==> src/rtl/lcd_text_writer.sv <==
// ---------------------------------------------------------------------------
// lcd_text_writer
//
// Character-stream front end for an HD44780-style LCD controller. Printable
// bytes arrive on a valid/ready port and are queued in a small FIFO. A cursor
// is tracked over a 2-line display, and the matching DDRAM-address and
// data-write transactions are issued to the controller. The controller's
// `busy` signal is the only flow control back into this block.
//
// Parameters:
//   FIFO_DEPTH  character FIFO entries (power of 2, >= 2)
//   COLS        visible columns per display line (1..40)
//
// Ports:
//   clk         single clock, rising edge
//   reset_n     asynchronous active-low reset
//   char_valid  char_data holds a byte to display
//   char_data   character code
//   char_ready  byte accepted when char_valid && char_ready at a rising edge
//   clear_req   single-cycle request to clear the display and home the cursor
//   busy        controller busy, from the LCD controller
//   lcd_enable  transaction request to the controller
//   lcd_bus     {rs, rw, data[7:0]} to the controller
//   fifo_count  current FIFO occupancy
// ---------------------------------------------------------------------------
module lcd_text_writer #(
    parameter int FIFO_DEPTH = 16,
    parameter int COLS       = 16
) (
    input  logic                          clk,
    input  logic                          reset_n,
    input  logic                          char_valid,
    input  logic [7:0]                    char_data,
    output logic                          char_ready,
    input  logic                          clear_req,
    input  logic                          busy,
    output logic                          lcd_enable,
    output logic [9:0]                    lcd_bus,
    output logic [$clog2(FIFO_DEPTH):0]   fifo_count
);

    localparam int AW   = $clog2(FIFO_DEPTH);
    localparam int CNTW = AW + 1;
    localparam int CW   = (COLS > 1) ? $clog2(COLS) : 1;

    localparam logic [CNTW-1:0] DEPTH_COUNT = CNTW'(FIFO_DEPTH);
    localparam logic [CW-1:0]   LAST_COL    = CW'(COLS - 1);

    // Command word for "clear display" (rs=0, rw=0, data=8'h01).
    localparam logic [9:0] CMD_CLEAR = 10'h001;

    typedef enum logic [2:0] {
        IDLE,
        ISSUE_CLEAR,
        ISSUE_ADDR,
        ISSUE_DATA,
        WAIT_DONE
    } state_t;

    // -----------------------------------------------------------------------
    // Storage and state
    // -----------------------------------------------------------------------
    logic [7:0]     fifo_mem [FIFO_DEPTH];
    logic [AW-1:0]  wr_ptr;
    logic [AW-1:0]  rd_ptr;

    state_t         state;
    state_t         state_next;
    logic           enable_next;
    logic [9:0]     bus_next;

    logic           cursor_line;
    logic           line_next;
    logic [CW-1:0]  cursor_col;
    logic [CW-1:0]  col_next;
    logic           need_addr;
    logic           need_addr_next;
    logic           clear_pending;
    logic           clear_pending_next;

    logic           fifo_full;
    logic           fifo_empty;
    logic           push;
    logic           pop;
    logic [7:0]     fifo_head;
    logic [9:0]     addr_word;

    assign fifo_full  = (fifo_count == DEPTH_COUNT);
    assign fifo_empty = (fifo_count == '0);
    assign fifo_head  = fifo_mem[rd_ptr];

    // Ready is purely combinational so it is already high while in reset.
    // A clear request blocks the byte offered in the same cycle because the
    // FIFO is being flushed on that edge.
    assign char_ready = !fifo_full && !clear_pending && !clear_req;
    assign push       = char_valid && char_ready;

    // Set-DDRAM-address command: line 1 starts at DDRAM 0x40.
    assign addr_word = {3'b001, cursor_line ? (7'h40 + 7'(cursor_col)) : 7'(cursor_col)};

    // -----------------------------------------------------------------------
    // FIFO storage; no reset needed, validity is tracked by the pointers.
    // -----------------------------------------------------------------------
    always_ff @(posedge clk) begin
        if (push) begin
            fifo_mem[wr_ptr] <= char_data;
        end
    end

    // -----------------------------------------------------------------------
    // FIFO pointers and occupancy. A clear request flushes everything and
    // takes priority over a pop from a DATA transaction completing on the
    // same edge. Push and pop together leave the count unchanged.
    // -----------------------------------------------------------------------
    always_ff @(posedge clk or negedge reset_n) begin
        if (!reset_n) begin
            wr_ptr     <= '0;
            rd_ptr     <= '0;
            fifo_count <= '0;
        end else if (clear_req) begin
            wr_ptr     <= '0;
            rd_ptr     <= '0;
            fifo_count <= '0;
        end else begin
            if (push) begin
                wr_ptr <= wr_ptr + AW'(1);
            end
            if (pop) begin
                rd_ptr <= rd_ptr + AW'(1);
            end
            case ({push, pop})
                2'b10:   fifo_count <= fifo_count + CNTW'(1);
                2'b01:   fifo_count <= fifo_count - CNTW'(1);
                default: fifo_count <= fifo_count;
            endcase
        end
    end

    // -----------------------------------------------------------------------
    // FSM state register, registered bus outputs and cursor bookkeeping.
    // -----------------------------------------------------------------------
    always_ff @(posedge clk or negedge reset_n) begin
        if (!reset_n) begin
            state         <= IDLE;
            lcd_enable    <= 1'b0;
            lcd_bus       <= '0;
            cursor_line   <= 1'b0;
            cursor_col    <= '0;
            need_addr     <= 1'b1;
            clear_pending <= 1'b0;
        end else begin
            state         <= state_next;
            lcd_enable    <= enable_next;
            lcd_bus       <= bus_next;
            cursor_line   <= line_next;
            cursor_col    <= col_next;
            need_addr     <= need_addr_next;
            clear_pending <= clear_pending_next;
        end
    end

    // -----------------------------------------------------------------------
    // Next-state and output logic.
    // A job is only started from IDLE when the controller is not busy, so a
    // controller that is still initialising never sees lcd_enable. Each
    // ISSUE state holds enable and the bus word until busy is sampled high,
    // then commits the job's side effects and drops the bus.
    // -----------------------------------------------------------------------
    always_comb begin
        state_next         = state;
        enable_next        = lcd_enable;
        bus_next           = lcd_bus;
        line_next          = cursor_line;
        col_next           = cursor_col;
        need_addr_next     = need_addr;
        clear_pending_next = clear_pending || clear_req;
        pop                = 1'b0;

        case (state)
            IDLE: begin
                if (!busy) begin
                    if (clear_pending) begin
                        state_next  = ISSUE_CLEAR;
                        enable_next = 1'b1;
                        bus_next    = CMD_CLEAR;
                    end else if (!fifo_empty && need_addr) begin
                        state_next  = ISSUE_ADDR;
                        enable_next = 1'b1;
                        bus_next    = addr_word;
                    end else if (!fifo_empty) begin
                        state_next  = ISSUE_DATA;
                        enable_next = 1'b1;
                        bus_next    = {2'b10, fifo_head};
                    end
                end
            end

            ISSUE_CLEAR: begin
                if (busy) begin
                    state_next         = WAIT_DONE;
                    enable_next        = 1'b0;
                    bus_next           = '0;
                    line_next          = 1'b0;
                    col_next           = '0;
                    need_addr_next     = 1'b1;
                    // A fresh request arriving on the completion edge survives.
                    clear_pending_next = clear_req;
                end
            end

            ISSUE_ADDR: begin
                if (busy) begin
                    state_next     = WAIT_DONE;
                    enable_next    = 1'b0;
                    bus_next       = '0;
                    need_addr_next = 1'b0;
                end
            end

            ISSUE_DATA: begin
                if (busy) begin
                    state_next  = WAIT_DONE;
                    enable_next = 1'b0;
                    bus_next    = '0;
                    // The FIFO may already have been flushed by a clear while
                    // this word was in flight; never pop an empty FIFO.
                    pop         = !fifo_empty;
                    if (cursor_col == LAST_COL) begin
                        col_next       = '0;
                        line_next      = !cursor_line;
                        need_addr_next = 1'b1;
                    end else begin
                        col_next = cursor_col + CW'(1);
                    end
                end
            end

            WAIT_DONE: begin
                if (!busy) begin
                    state_next = IDLE;
                end
            end

            default: begin
                state_next  = IDLE;
                enable_next = 1'b0;
                bus_next    = '0;
            end
        endcase
    end

endmodule

==> config.mk <==
export PLATFORM = sky130hd
export DESIGN_NAME = lcd_text_writer
export DESIGN_NICKNAME = d
export VERILOG_FILES = /design/src/rtl/lcd_text_writer.sv
export SDC_FILE = /design/constraint.sdc
export NUM_CORES = 1
export LEC_CHECK = 0
export ABC_AREA = 1
export CORE_MARGIN = 8
export CORE_UTILIZATION = 30
export CTS_CLUSTER_DIAMETER = 30
export CTS_CLUSTER_SIZE = 30
export DETAILED_ROUTE_END_ITERATION = 16
export SLEW_MARGIN = 10
export SYNTH_ARGS = -nofsm -noshare
export SYNTH_HDL_FRONTEND = slang
export SYNTH_SLANG_ARGS = --single-unit
==> constraint.sdc <==
create_clock -name clk -period 3.45 [get_ports clk]
set_clock_uncertainty 0.15 [all_clocks]
set_input_delay 0.345 -clock clk [delete_from_list [all_inputs] [get_ports clk]]
set_output_delay 0.345 -clock clk [all_outputs]
set_load 0.02 [all_outputs]
==> impl_results.md <==
* Core area at approximately 23000 um2
* Slew margin rel. at 34.1%
* Largest net degree at the start of global routing at 67
* Final Hold Viols at 0
* Sequential element share of the synthesized area at around 67%
* FMAX at just over 400 MHz
* Register Area at between 4000 and 5000 um2
* Hold Buf Count CTS at 0
* GPL Wtd Cong at roughly 0.81
* Nets@finish at approximately 670
* Chip height at 168 um
* Share of cells above drive strength 1 at under 10%
* Total negative slack at 0 ps
* R2R depth at 6
* Most frequent CP cell: clkdlybuf4s50_1
* Area growth syn-to-layout at 16.4%
* Max FO, Critical Path at 7
* WP buf/inv at 3
* Setup slack after layout at 1030 ps
* Arr. time, crit path at between 1500 and 2000 ps
* CTS tree: done
* TritonRoute pass-1 iters at 4
* Vias in the first global route at approximately 4.7k
* Leakage at between 2 and 3 nW
* Pre-CTS setup slack at between 600 and 700 ps
* Post-Synthesis Cells at 615
* Worst R2R Setup Slack at 1160 ps
* RSZ-0062 raised after global routing: false
* Max incr delay on CP at slightly below 600 ps
* Reg2reg start: fifo_count[0]
* WL per Instance at 17.4 um
* Slew Viols, Final at 0
* Routed vias/inst at between 4 and 5
* Post-synth EDFFs at about 130
* Worst path required time at 2950 ps
* Die Area at ~28000 um2
* Cell count along the critical path at 5
* Worst-Margin Slew at slightly below 1000 ps
* Ant diodes at 0
* Setup Crit Path Kind: in -> out
* Site Rows at between 50 and 60
* Syn avg cell area at about 11 um2
* Initial antenna violation count at 0
* Slowest stage cell, crit path: clkdlybuf4s50_1
* Post-Syn Nets at between 600 and 700
* Hpwl dp at 10.5 mm
* First-pass GRT wire length at between 20 and 30 mm
* Dominant synthesized flop cell: edfxtp_1
* Total Routed Length at roughly 16 mm
* Post-CTS Setup Inserts at 0
* Asr flop ratio synth at between 20% and 30%
* ANT nets after route at 0
* Warnings, synthesis at 0
* Initial Util at 30.6%
* Post-Syn Area at roughly 6900 um2
* Capturing point of the worst reg2reg path: fifo_mem[8][5]
* 1st-iter DRT viols at around 500
* Peak supply drop at about 0.0004 V
* Worst-path clk slew at 60 ps
* Final setup vio count at 0
* Placed instance count at approximately 900
* Cell Chain, Critical Path: clkdlybuf4s50_1 > nor2_2 > nand2_1 > inv_1 > clkdlybuf4s50_1
* CTS sink count at 161
* Clk buf depth at 2
* Pwr/cell area at around 600 nW/um2
* Number of H-tree levels at 4
* Setup crit end kind: output pin
* Multi-input gate area at ~2000 um2
* DR DRC count at 0
* I/O Pins at 30
* # fillers at 2230
* Die width at 168 um
* Synth Register Bits at around 160
* Routed vias at between 4k and 5k
* Max-Cap Viols at 0
* Fin crit period at between 2000 and 2500 ps
* Tcrit/Tclk final at between 70% and 80%
* Post_cts resized at 0
* Run status: finished clean
* CTS root buf: clkbuf_16
* Non-Filler Instances at 943
* PortBufs at 28
* Worst min path class: in -> async
* Yosys cell types at 38
* Layout Utilization at a little over a third
* Delay-heaviest family, CP: buffers and inverters
* CTS buffer count at 17
* Clock latency on the worst-skew pair at 420 ps
* Total track usage at a little under an eighth
* Worst setup SP type: primary input
* Gr ovfl total at 0
flip-flops by register name, summed over array words and instances, names as in the netlist:
signal / flops
clear_pending: 1
cursor_col: 4
cursor_line: 1
fifo_count: 5
fifo_mem: 128
lcd_bus: 9
lcd_enable: 1
need_addr: 1
rd_ptr: 4
state: 3
wr_ptr: 4
worst max path at each step:
| stage | from | end | slack (ps) |
|---|---|---|---|
| floorplan | fifo_count[0] | fifo_count[4] | 1400 |
| global placement | clear_req | fifo_mem[0][6] | 720 |
| detailed placement | clear_req | fifo_mem[0][6] | 660 |
| CTS | clear_req | char_ready | 1010 |
| global route | fifo_count[0] | char_ready | 930 |
| finish | clear_req | char_ready | 1030 |
power by group:
group / switching (mW) / total [mW] / internal, mW / leakage [nW]
Combinational: 0.449 / 0.682 / 0.234 / 1.03
Sequential: 0.0766 / 2.27 / 2.19 / 1.59
Clock: 0.746 / 1.89 / 1.14 / 0.278
cell usage in the layout (no fill, tap or decap), types with 9 or more instances in the layout:
master / n
a21oi_1: 12
nor2_1: 112
o211ai_1: 22
dfrtp_1: 31
edfxtp_1: 128
o21ai_1: 13
inv_1: 26
nand2_1: 90
nand3_1: 24
o21ai_0: 66
clkdlybuf4s50_1: 28
buf_4: 9
clkbuf_16: 17
cells in the mapped netlist, types with 3 or more instances:
cell,instances,area (um2)
o221ai_1,6,52.6
o21ai_1,13,65.1
buf_6,6,67.6
o211ai_1,22,165
nor2_4,3,33.8
o22ai_1,8,50.1
nor3_1,3,15.0
a211oi_1,3,22.5
ha_1,8,100
nor2_1,112,420
clkbuf_1,9,33.8
buf_4,3,22.5
nand3_1,24,120
o21ai_2,3,26.3
inv_1,26,97.6
a21oi_1,12,60.1
o21ai_0,66,330
buf_2,8,40.0
dfrtp_1,32,801
inv_2,8,30.0
edfxtp_1,128,3840
nand2_1,90,338
worst reg2reg max path, stage by stage, from the launching register on:
cell,delay (ps)
dfrtp_1,460
nor2_1,110
nand3_1,140
nand3_4,150
inv_2,140
nand2_1,190
nor2_1,600
cells by family (layout without fill, tap and decap cells):
group / after synthesis / after routing / synth area share [%]
flip-flops: 161 / 161 / 67.3
AND/OR/NAND/NOR: 242 / 242 / 14.7
AO/OA/AOI/OAI: 137 / 137 / 11.7
other: 1 / 1 / 0.0540
XOR/XNOR: 3 / 3 / 0.379
adder cells (fa/ha/maj): 8 / 8 / 1.44
buffers and inverters: 63 / 106 / 4.43
final cells by class:
class / instances / area share, %
Timing Repair Buffer: 37 / 4.31
Inverter: 37 / 1.78
Clock buffer: 19 / 5.36
Clock inverter: 13 / 2.00
Multi-Input combinational cell: 391 / 24.3
Sequential cell: 161 / 57.8
Tap cell: 285 / 4.41
layer usage:
layer	vias to the layer above	share of wire (%)	track usage (%)
met2	129	49	19.7
met4	0	1.8	4.43
li1	2214	-	-
met1	2257	45	15.4
met5	-	0	0
met3	21	3.9	2.06
metrics by stage:
| step | total power [mW] | instance area (um2) | hold WS, ps |
|---|---|---|---|
| finish | 4.83 | 8080 | 322 |
| global route | 5.03 | 8080 | 349 |
| CTS | 4.88 | 8080 | 325 |
| detailed placement | 2.99 | 7480 | 310 |
| global placement | 2.99 | 7480 | 308 |
| floorplan | 2.73 | 6940 | -101 |
No activity file was read; power rests on OpenSTA's default activity.
